==> src/rtl/exec_pkg.sv <==
// Shared execute-stage definitions: ALU lane codes, Y86 condition codes and
// the architectural condition-code register layout.
package exec_pkg;

  typedef enum logic [1:0] {
    ALU_ADD = 2'b00,
    ALU_SUB = 2'b01,
    ALU_AND = 2'b10,
    ALU_XOR = 2'b11
  } alu_sel_e;

  localparam logic [3:0] C_YES = 4'd0;
  localparam logic [3:0] C_LE  = 4'd1;
  localparam logic [3:0] C_L   = 4'd2;
  localparam logic [3:0] C_E   = 4'd3;
  localparam logic [3:0] C_NE  = 4'd4;
  localparam logic [3:0] C_GE  = 4'd5;
  localparam logic [3:0] C_G   = 4'd6;

  typedef struct packed {
    logic zf;
    logic sf;
    logic of;
    logic cf;
  } cc_t;

  localparam cc_t CC_RESET = '{zf: 1'b1, sf: 1'b0, of: 1'b0, cf: 1'b0};

endpackage

==> src/rtl/exec_cc_retire_if.sv <==
// Execute-to-memory beat bus of exec_cc_retire; slave is the block, master the driver.
interface exec_cc_retire_if #(
  parameter int unsigned DW  = 32,
  parameter int unsigned CFW = 4
);
  logic           in_valid;
  logic           in_ready;
  logic [1:0]     alu_sel;
  logic [DW-1:0]  alu_y;
  logic           alu_co;
  logic           alu_a_msb;
  logic           alu_b_msb;
  logic           set_cc;
  logic [CFW-1:0] cond_fun;
  logic           flush;
  logic           out_valid;
  logic           out_ready;
  logic [DW-1:0]  out_valE;
  logic           out_cnd;
  logic           out_cond_err;
  logic           cc_zf;
  logic           cc_sf;
  logic           cc_of;
  logic           cc_cf;

  modport master (
    output in_valid, alu_sel, alu_y, alu_co, alu_a_msb, alu_b_msb, set_cc, cond_fun, flush,
    output out_ready,
    input  in_ready, out_valid, out_valE, out_cnd, out_cond_err, cc_zf, cc_sf, cc_of, cc_cf
  );

  modport slave (
    input  in_valid, alu_sel, alu_y, alu_co, alu_a_msb, alu_b_msb, set_cc, cond_fun, flush,
    input  out_ready,
    output in_ready, out_valid, out_valE, out_cnd, out_cond_err, cc_zf, cc_sf, cc_of, cc_cf
  );
endinterface

==> src/rtl/cc_cond_eval.sv <==
// Combinational Y86 condition function over a CC snapshot; codes above C_G flag an error.
module cc_cond_eval
  import exec_pkg::*;
#(
  parameter int unsigned CFW = 4
) (
  input  cc_t            cc_i,
  input  logic [CFW-1:0] cond_fun_i,
  output logic           cnd_o,
  output logic           err_o
);
  logic lt;
  logic unused_cf;

  assign lt        = cc_i.sf ^ cc_i.of;
  assign unused_cf = cc_i.cf;

  always_comb begin
    cnd_o = 1'b0;
    err_o = 1'b0;
    case (cond_fun_i)
      CFW'(C_YES): cnd_o = 1'b1;
      CFW'(C_LE):  cnd_o = lt | cc_i.zf;
      CFW'(C_L):   cnd_o = lt;
      CFW'(C_E):   cnd_o = cc_i.zf;
      CFW'(C_NE):  cnd_o = ~cc_i.zf;
      CFW'(C_GE):  cnd_o = ~lt;
      CFW'(C_G):   cnd_o = ~lt & ~cc_i.zf;
      default:     err_o = 1'b1;
    endcase
  end
endmodule

==> src/rtl/exec_cc_retire.sv <==
// Execute-stage retire: derives flags, owns the CC register and registers valE/cnd for memory.
// Optional EXEC_CC_FWD_EN: a set_cc beat evaluates its condition on its own fresh flags.
module exec_cc_retire
  import exec_pkg::*;
#(
  parameter int unsigned DW  = 32,
  parameter int unsigned CFW = 4
) (
  input logic            clk,
  input logic            rst_n,
  exec_cc_retire_if.slave bus
);
  typedef enum logic {StEmpty, StFull} state_e;

  state_e        state_q, state_d;
  cc_t           cc_q, cc_d, flags, eval_cc;
  logic [DW-1:0] vale_q, vale_d;
  logic          cnd_q, cnd_d, err_q, err_d;
  logic          cnd, err, in_ready, accept, load;
  alu_sel_e      sel;

  always_comb begin
    sel      = alu_sel_e'(bus.alu_sel);
    flags.zf = (bus.alu_y == '0);
    flags.sf = bus.alu_y[DW-1];
    flags.cf = 1'b0;
    flags.of = 1'b0;
    unique case (sel)
      ALU_ADD: begin
        flags.cf = bus.alu_co;
        flags.of = (bus.alu_a_msb == bus.alu_b_msb) & (flags.sf != bus.alu_a_msb);
      end
      ALU_SUB: begin
        flags.cf = bus.alu_co;
        flags.of = (bus.alu_a_msb != bus.alu_b_msb) & (flags.sf != bus.alu_a_msb);
      end
      ALU_AND, ALU_XOR: ;
    endcase
  end

  always_comb begin
    eval_cc = cc_q;
`ifdef EXEC_CC_FWD_EN
    if (bus.set_cc) eval_cc = flags;
`endif
  end

  cc_cond_eval #(.CFW(CFW)) u_cond (
    .cc_i       (eval_cc),
    .cond_fun_i (bus.cond_fun),
    .cnd_o      (cnd),
    .err_o      (err)
  );

  assign in_ready = (state_q == StEmpty) | bus.out_ready;
  assign accept   = bus.in_valid & in_ready;
  // A flushed beat is still handshaken upstream but leaves no trace here.
  assign load     = accept & ~bus.flush;

  always_comb begin
    state_d = state_q;
    cc_d    = cc_q;
    vale_d  = vale_q;
    cnd_d   = cnd_q;
    err_d   = err_q;
    if (load) begin
      vale_d = bus.alu_y;
      cnd_d  = cnd;
      err_d  = err;
      if (bus.set_cc) cc_d = flags;
    end
    if (bus.flush) begin
      state_d = StEmpty;
    end else begin
      unique case (state_q)
        StEmpty: if (accept) state_d = StFull;
        StFull:  if (bus.out_ready && !accept) state_d = StEmpty;
      endcase
    end
  end

  always_ff @(posedge clk or negedge rst_n) begin
    if (!rst_n) begin
      state_q <= StEmpty;
      cc_q    <= CC_RESET;
      vale_q  <= '0;
      cnd_q   <= 1'b0;
      err_q   <= 1'b0;
    end else begin
      state_q <= state_d;
      cc_q    <= cc_d;
      vale_q  <= vale_d;
      cnd_q   <= cnd_d;
      err_q   <= err_d;
    end
  end

  assign bus.in_ready     = in_ready;
  assign bus.out_valid    = (state_q == StFull);
  assign bus.out_valE     = vale_q;
  assign bus.out_cnd      = cnd_q;
  assign bus.out_cond_err = err_q;
  assign bus.cc_zf        = cc_q.zf;
  assign bus.cc_sf        = cc_q.sf;
  assign bus.cc_of        = cc_q.of;
  assign bus.cc_cf        = cc_q.cf;
endmodule

==> src/flat_wrapper.sv <==
// flat-port wrapper written by rule: the top's interface ports become plain ports
module exec_cc_retire_flat import exec_pkg::*;
#(
  parameter int unsigned DW  = 32,
  parameter int unsigned CFW = 4
)
  (clk, rst_n, bus_in_valid, bus_alu_sel, bus_alu_y, bus_alu_co, bus_alu_a_msb, bus_alu_b_msb, bus_set_cc, bus_cond_fun, bus_flush, bus_out_ready, bus_in_ready, bus_out_valid, bus_out_valE, bus_out_cnd, bus_out_cond_err, bus_cc_zf, bus_cc_sf, bus_cc_of, bus_cc_cf);
  exec_cc_retire_if #(.DW(DW), .CFW(CFW)) bus_i ();
  input logic clk;
  input logic rst_n;
  input wire logic [$bits(bus_i.in_valid)-1:0] bus_in_valid;
  input wire logic [$bits(bus_i.alu_sel)-1:0] bus_alu_sel;
  input wire logic [$bits(bus_i.alu_y)-1:0] bus_alu_y;
  input wire logic [$bits(bus_i.alu_co)-1:0] bus_alu_co;
  input wire logic [$bits(bus_i.alu_a_msb)-1:0] bus_alu_a_msb;
  input wire logic [$bits(bus_i.alu_b_msb)-1:0] bus_alu_b_msb;
  input wire logic [$bits(bus_i.set_cc)-1:0] bus_set_cc;
  input wire logic [$bits(bus_i.cond_fun)-1:0] bus_cond_fun;
  input wire logic [$bits(bus_i.flush)-1:0] bus_flush;
  input wire logic [$bits(bus_i.out_ready)-1:0] bus_out_ready;
  output wire logic [$bits(bus_i.in_ready)-1:0] bus_in_ready;
  output wire logic [$bits(bus_i.out_valid)-1:0] bus_out_valid;
  output wire logic [$bits(bus_i.out_valE)-1:0] bus_out_valE;
  output wire logic [$bits(bus_i.out_cnd)-1:0] bus_out_cnd;
  output wire logic [$bits(bus_i.out_cond_err)-1:0] bus_out_cond_err;
  output wire logic [$bits(bus_i.cc_zf)-1:0] bus_cc_zf;
  output wire logic [$bits(bus_i.cc_sf)-1:0] bus_cc_sf;
  output wire logic [$bits(bus_i.cc_of)-1:0] bus_cc_of;
  output wire logic [$bits(bus_i.cc_cf)-1:0] bus_cc_cf;
  assign bus_i.in_valid = bus_in_valid;
  assign bus_i.alu_sel = bus_alu_sel;
  assign bus_i.alu_y = bus_alu_y;
  assign bus_i.alu_co = bus_alu_co;
  assign bus_i.alu_a_msb = bus_alu_a_msb;
  assign bus_i.alu_b_msb = bus_alu_b_msb;
  assign bus_i.set_cc = bus_set_cc;
  assign bus_i.cond_fun = bus_cond_fun;
  assign bus_i.flush = bus_flush;
  assign bus_i.out_ready = bus_out_ready;
  assign bus_in_ready = bus_i.in_ready;
  assign bus_out_valid = bus_i.out_valid;
  assign bus_out_valE = bus_i.out_valE;
  assign bus_out_cnd = bus_i.out_cnd;
  assign bus_out_cond_err = bus_i.out_cond_err;
  assign bus_cc_zf = bus_i.cc_zf;
  assign bus_cc_sf = bus_i.cc_sf;
  assign bus_cc_of = bus_i.cc_of;
  assign bus_cc_cf = bus_i.cc_cf;
  exec_cc_retire #(.DW(DW), .CFW(CFW)) u_core (.clk(clk), .rst_n(rst_n), .bus(bus_i));
endmodule
==> config.mk <==
export PLATFORM = sky130hd
export DESIGN_NAME = exec_cc_retire_flat
export DESIGN_NICKNAME = d
export VERILOG_FILES = /design/src/rtl/exec_pkg.sv /design/src/rtl/exec_cc_retire_if.sv /design/src/rtl/cc_cond_eval.sv /design/src/rtl/exec_cc_retire.sv /design/src/flat_wrapper.sv
export SDC_FILE = /design/constraint.sdc
export NUM_CORES = 1
export LEC_CHECK = 0
export BUFFER_PORTS_ARGS = -buffer_cell sky130_fd_sc_hd__buf_2
export CAP_MARGIN = 10
export CORE_MARGIN = 10
export CORE_UTILIZATION = 35
export DETAILED_ROUTE_END_ITERATION = 16
export PLACE_DENSITY_LB_ADDON = 0.15
export SLEW_MARGIN = 30
export SYNTH_ARGS = -nofsm -noshare
export SYNTH_HDL_FRONTEND = slang
export SYNTH_SLANG_ARGS = --single-unit
export TNS_END_PERCENT = 20
==> constraint.sdc <==
create_clock -name clk -period 1.6 [get_ports clk]
set_input_delay 0.08 -clock clk [delete_from_list [all_inputs] [get_ports clk]]
set_output_delay 0.08 -clock clk [all_outputs]
set_load 0.1 [all_outputs]
==> summary.md, run 1 <==
| Metric | Value |
|---|---|
| Worst Skew | 0.00482 ns |
| Number of levels the H-tree was split into | 2 |
| Antenna diode count | 0 |
| # clock sinks | 39 |
| Final Critical Period | approximately 1.4 ns |
| Worst path cell trace | nand2b_4 > buf_2 |
| Final routed wirelength across all metal layers | 4730 um |
| Port Buffer Count | 86 |
| Total grt overflow | 0 |
| Critical path buffers and inverters | 1 |
| IR Drop Worst-Case VDD | just under 0.8 mV |
| Post-synth design cell area | approximately 1800 sq um |
| Ys flop type | dfrtp_1 |
| Clock power share | 24.0% |
| Area after detailed placement | approximately 2300 sq um |
| Sequential cell fraction of total power | a little under a third |
| Data required, critical path | about 1.5 ns |
| Count of endpoints failing setup in the final report | 0 |
| Syn nets | ~160 |
| Total vias in the final route | roughly 1300 |
| Effective utilization at floorplan | between 30% and 40% |
| Data arrival time of the worst path | between 1 and 1.5 ns |
| Delay-heaviest family, CP | flip-flops |
| Synth Instances | ~120 |
| Max Clk Rate | around 720 MHz |
| Flip-flop and latch count after synthesis | 39 |
| Root Driver | clkbuf_8 |
| Number of cell rows | 25 |
| Critical path start-end classification | flip-flop to primary output |
| Number of antenna violations at the first check in global routing | 0 |
| Post-route cell area | around 2400 sq um |
| Layout net count | between 200 and 300 |
| DRC marker count from the first detailed-route iteration | 21 |
| Count of warnings emitted by yosys | 0 |
| Post-CTS clock slew at the launch and capture registers of the worst setup and hold paths | around 0.080 ns |
| Routed Antenna Nets | 0 |
| Pin count of the biggest net entering global routing | 40 |
| Total of cells resized after clock tree synthesis | 0 |
| Run status | finished, final reports clean |
| Number of vias per cell after detailed routing | around 4.6 |
| Slew at the pin closest to its max-slew limit | approximately 0.50 ns |
| Max-slew violations | 0 |
| Fraction of layout instances using a drive strength above 1 | between 60% and 70% |
| Signed area change from the synthesized netlist to the final layout | 37.1% |
| Minimum setup slack in the final design | about 0.21 ns |
| Switching portion of total power | between 40% and 50% |
| Tcrit/Tclk final | between 80 and 90% |
| Placeable Area | between 4000 and 5000 sq um |
| Clock tree from TritonCTS | built |
| HPWL after detailed placement | between 3000 and 4000 um |
| # Post-CTS Setup Buffers | 0 |
| Worst Setup End Kind | primary output |
| Maximum Capacitance Violations | 0 |
| Crit start category | flip-flop |
| Die W | roughly 91 um |
| Crit path largest cell delay | 0.49 ns |
| Mean Syn Cell Area | approximately 15 sq um |
| Pre-CTS WS | 0.232 ns |
| Share of flip-flops with an asynchronous set or reset | 100% |
| Internal power | roughly 2.1 mW |
| Unique masters post-synth | 24 |
| Vias in the first global route | between 1000 and 1500 |
| Sw power | approximately 1.9 mW |
| CP Max Fanout | 4 |
| Routability congestion estimate from global placement | 0.733 |
| Clk_lat worst skew | slightly below 0.3 ns |
| Height of the die | ~91 um |
| Total track usage | 11.2% |
| Count of final hold-check violations | 0 |
| Number of iterations in the first detailed-routing pass | 2 |
| Area enclosed by the die boundary | slightly above 8000 sq um |
| Number of buffers created by CTS | 5 |
| Number of remaining DRC errors | 0 |
| Share of power burned in combinational logic | about 45% |
| Number of placed I/O pins | 87 |
| Leakage dissipation | 1.25 nW |
| Tightest Hold Check Type | primary input to flip-flop |
| Flop2flop setup slack | approximately 0.22 ns |
| Worst slew margin relative to its limit | ~67% |
| Global-route wire length before repair | roughly 7500 um |
| Average wire length per cell after detail routing | around 17 um |
| Unrepaired setup endpoints after global routing | false |
| Clock buffer depth | 2 |
| Sequential cell area fraction in the yosys report | between 50% and 60% |
| Number of synthesized flops with an enable pin | 0 |
| Crit path max-delay cell type | dfrtp_4 |
| Ratio of total power to cell area | between 1500 and 2000 nW/um^2 |
[cells in the mapped netlist, drive strengths merged, types with 2 or more instances]
cell | count | area share [%]
a31oi | 2 | 0.71
o21ai | 4 | 1.1
nand2 | 5 | 1.1
nand4 | 2 | 0.71
mux2 | 33 | 27
nand2b | 2 | 1.1
o31ai | 4 | 1.7
dfrtp | 38 | 54
buf | 4 | 3.6
inv | 3 | 0.64
xor2 | 2 | 0.99
nor4 | 8 | 2.8
[metrics by stage]
stage	hold slack (ns)	setup TNS, ns	power, mW	cells	util [%]
finish	0.0353	0	3.99	278	50.5
global route	0.0282	0	4.14	278	50.5
CTS	0.0246	0	4.04	278	50.5
detailed placement	0.170	0	3.06	267	47.1
global placement	0.160	0	3.04	267	47.1
floorplan	-0.216	-4.32	2.73	116	-
[worst register-to-register path, cell delays in order (launching register included)]
cell and delay [ns]:
dfrtp_4 0.49, nand2b_4 0.10, nand4b_1 0.30, mux2_2 0.37
[area by class of cell]
cell class                      instances  area, sq um
Sequential cell                        39          981
Clock inverter                          2         60.1
Fill cell                             451         2370
Timing Repair Buffer                   91          488
Inverter                                3         11.3
Tap cell                               67         83.8
Multi-Input combinational cell         70          719
Clock buffer                            6         72.6
[cell usage in the layout (no fill, tap or decap), types with 2 or more instances in the layout]
cell type       n
clkbuf_8        5
nand4_1         2
dfrtp_1        37
mux2_2          7
dlygate4sd3_1   3
inv_1           3
buf_2          86
o21ai_0         4
nor4_1          8
nand2_1         5
a31oi_1         2
o31ai_1         4
xor2_1          2
mux2_4         26
bufinv_16       2
[registers in the layout (all words and copies together) (netlist names)]
register and flops:
u_core.bus.out_valE 32, u_core.bus.cc_cf 1, u_core.bus.cc_of 1, u_core.bus.cc_sf 1, u_core.bus.cc_zf 1, u_core.bus.out_cnd 1
u_core.bus.out_cond_err 1, u_core.bus.out_valid 1
[timing repair]
item,CTS,global route
hold buffers,3,0
endpoints found under the hold margin,40,0
setup endpoints to repair,0,0
[power groups by stage]
stage          registers [mW]  clock network [mW]  logic [mW]
2_1_floorplan            2.43                   0       0.300
3_3_place_gp             1.25                   0        1.79
3_5_place_dp             1.25                   0        1.81
4_1_cts                  1.24               0.986        1.81
5_1_grt                  1.26                1.02        1.85
6_report                 1.24               0.959        1.80
[cell families (layout without fill, tap and decap cells)]
family          count (synthesis)  in the layout  share of synthesized area, %
buf+inv                         7            102                          4.19
mux                            34             34                          27.2
flops                          39             39                          55.5
xor+xnor                        2              2                         0.994
simple gates                   21             21                          7.46
compound gates                 13             13                          4.69
[routing by layer]
metal	vias up	GRT usage, %	part of all wire, %
met2	45	19.0	51
li1	608	-	-
met5	-	0	0
met4	0	3.92	0.76
met3	4	4.53	8.3
met1	619	12.4	40
[worst paths after layout]
check / cells past startpoint / endpoint / startpoint
worst max-delay path: 2 / bus_in_ready / u_core.bus.out_valid$_DFF_PN0_
worst min-delay path: 2 / u_core.bus.out_valE[24]$_DFFE_PN0P_ / bus_alu_y[24]
worst max register to register: 3 / u_core.bus.cc_sf$_DFFE_PN0P_ / u_core.bus.out_valid$_DFF_PN0_
worst min register to register: 2 / u_core.bus.cc_cf$_DFFE_PN0P_ / u_core.bus.cc_cf$_DFFE_PN0P_
max in group asynchronous: 3 / u_core.bus.out_valid$_DFF_PN0_ / rst_n
min in group asynchronous: 3 / u_core.bus.out_valE[26]$_DFFE_PN0P_ / rst_n
Note: power is estimated with default switching activity, not from simulation.
==> run 2, diff against run 1 <==
--- a/config.mk
+++ b/config.mk
@@ -11,6 +11,7 @@
 export CORE_UTILIZATION = 35
 export DETAILED_ROUTE_END_ITERATION = 16
 export PLACE_DENSITY_LB_ADDON = 0.15
+export RECOVER_POWER = 25
 export SLEW_MARGIN = 30
 export SYNTH_ARGS = -nofsm -noshare
 export SYNTH_HDL_FRONTEND = slang
==> constraint.sdc (replaced) <==
create_clock -name clk -period 1.4 [get_ports clk]
set_input_delay 0.07 -clock clk [delete_from_list [all_inputs] [get_ports clk]]
set_output_delay 0.07 -clock clk [all_outputs]
set_load 0.1 [all_outputs]
==> summary.md, run 2 (synthesis results as in run 1) <==
| Metric | Value |
|---|---|
| Antenna diode count | 0 |
| Number of buffers created by CTS | 5 |
| Vias in the first global route | 1498 |
| Count of final hold-check violations | 0 |
| Leading cell type in the layout, fill and taps excluded | buf_2 |
| Leakage dissipation | around 1.3 nW |
| Final Critical Period | roughly 1.4 ns |
| Layout net count | between 200 and 300 |
| # clock sinks | 39 |
| CP Max Fanout | 4 |
| Worst Setup End Kind | primary output |
| Crit path max-delay cell type | dfstp_2 |
| Sum Neg Setup Slack | 0 ns |
| Data arrival time of the worst path | roughly 1.3 ns |
| Worst path cell trace | buf_2 |
| Crit start category | flip-flop |
| Number of levels the H-tree was split into | 2 |
| Root Driver | clkbuf_8 |
| Average wire length per cell after detail routing | around 17 um |
| Count of endpoints failing setup in the final report | 0 |
| Placeable Area | about 4800 sq um |
| Critical path start-end classification | flip-flop to primary output |
| Run status | finished, final reports clean |
| Layout Utilization | between 50 and 60% |
| Total grt overflow | 0 |
| Global-route wire length before repair | approximately 7700 um |
| Number of remaining DRC errors | 0 |
| Clock buffer depth | 2 |
| Ratio of total power to cell area | ~1800 nW/um^2 |
| Clock power share | about 22% |
| Sequential cell fraction of total power | around a third |
| Number of vias per cell after detailed routing | approximately 4.6 |
| Post-CTS clock slew at the launch and capture registers of the worst setup and hold paths | ~0.080 ns |
| Effective utilization at floorplan | 36.8% |
| Maximum Capacitance Violations | 0 |
| Area enclosed by the die boundary | 8270 sq um |
| Total of cells resized after clock tree synthesis | 0 |
| Clk_lat worst skew | a little under 0.3 ns |
| Worst Skew | 0.00478 ns |
| Max Clk Rate | 737 MHz |
| Routability congestion estimate from global placement | between 0.7 and 0.8 |
| WHS | between 0.015 and 0.02 ns |
| Fraction of layout instances using a drive strength above 1 | approximately 63% |
| Signed area change from the synthesized netlist to the final layout | 39.1% |
| Number of placed I/O pins | between 80 and 90 |
| Crit path largest cell delay | 0.56 ns |
| Sw power | roughly 2.1 mW |
| Die W | between 90 and 100 um |
| Number of iterations in the first detailed-routing pass | 4 |
| Max-slew violations | 0 |
| Total power after layout | around 4.4 mW |
| Total track usage | 11.5% |
| Final routed wirelength across all metal layers | 4730 um |
| Worst slew margin relative to its limit | a little under half |
| Filler cells | 435 |
| Routed Antenna Nets | 0 |
| Number of cell rows | 25 |
| Tightest Hold Check Type | primary input to flip-flop |
| Delay-heaviest family, CP | flip-flops |
| Total vias in the final route | 1281 |
| Tcrit/Tclk final | a little over nine tenths |
| Unrepaired setup endpoints after global routing | false |
| Pin count of the biggest net entering global routing | 21 |
| Number of antenna violations at the first check in global routing | 0 |
| Critical path buffers and inverters | 1 |
| Leading cell types in the layout, fill and taps excluded | 84 x buf_2, 37 x dfrtp_1, 26 x mux2_4 |
| Slew at the pin closest to its max-slew limit | around 0.78 ns |
| IR Drop Worst-Case VDD | 0.848 mV |
| Max reg flops | 32 |
| Switching portion of total power | 47.9% |
| DRC marker count from the first detailed-route iteration | 79 |
| Share of power burned in combinational logic | a little under half |
| Data required, critical path | about 1.3 ns |
| Port Buffer Count | 86 |
| Clock tree from TritonCTS | built |
| Height of the die | 90.9 um |
| HPWL after detailed placement | around 4000 um |
| Internal power | between 2 and 2.5 mW |
[run 2: layer usage]
layer / vias up / global-route usage [%] / routed length (um) / share of wire, %
li1: 614 / - / - / -
met1: 615 / 12.8 / 1980 / 42
met2: 47 / 19.9 / 2410 / 51
met3: 5 / 4.36 / 293 / 6.2
met4: 0 / 3.13 / 48 / 1.0
met5: - / 0 / 0 / 0
[run 2: path summary, 6_finish.rpt]
path,startpoint,end,slack [ns],cells after the start
worst max-delay path,u_core.bus.cc_zf$_DFFE_PN1P_,bus_cc_zf,0.04,1
worst min-delay path,bus_alu_y[5],u_core.bus.out_valE[5]$_DFFE_PN0P_,0.02,2
worst max register to register,u_core.bus.out_valid$_DFF_PN0_,u_core.bus.out_valE[21]$_DFFE_PN0P_,0.09,4
worst min register to register,u_core.bus.cc_cf$_DFFE_PN0P_,u_core.bus.cc_cf$_DFFE_PN0P_,0.49,2
max in group asynchronous,rst_n,u_core.bus.out_valE[12]$_DFFE_PN0P_,0.25,3
min in group asynchronous,rst_n,u_core.bus.out_valE[17]$_DFFE_PN0P_,0.37,2
[run 2: power by group through the flow]
stage / Combinational [mW] / Sequential (mW) / Clock (mW)
2_1_floorplan: 0.343 / 2.77 / 0
3_3_place_gp: 2.06 / 1.43 / 0
3_5_place_dp: 2.08 / 1.44 / 0
4_1_cts: 2.09 / 1.42 / 0.986
5_1_grt: 2.14 / 1.44 / 1.04
6_report: 2.07 / 1.41 / 0.962
[run 2: timing repair]
action                     in CTS  in global routing
hold endpoints to repair       15                  0
hold buffers                    3                  0
setup buffers                   0                  1
setup endpoints to repair       0                  2
[run 2: per-stage QoR]
step | setup slack [ns] | instances | cell area, sq um
CTS | 0.0232 | 280 | 2440
global placement | 0.110 | 269 | 2300
detailed placement | 0.0409 | 269 | 2300
global route | 0.0183 | 281 | 2450
finish | 0.0428 | 281 | 2450
floorplan | -0.354 | 116 | 1770
[run 2: final cells by class]
class | instances | area [sq um] | share of cell area [%]
Clock buffer | 6 | 82.6 | 3.37
Clock inverter | 2 | 35.0 | 1.43
Inverter | 3 | 11.3 | 0.460
Multi-Input combinational cell | 70 | 719 | 29.4
Sequential cell | 39 | 981 | 40.0
Tap cell | 67 | 83.8 | 3.42
Timing Repair Buffer | 94 | 537 | 21.9
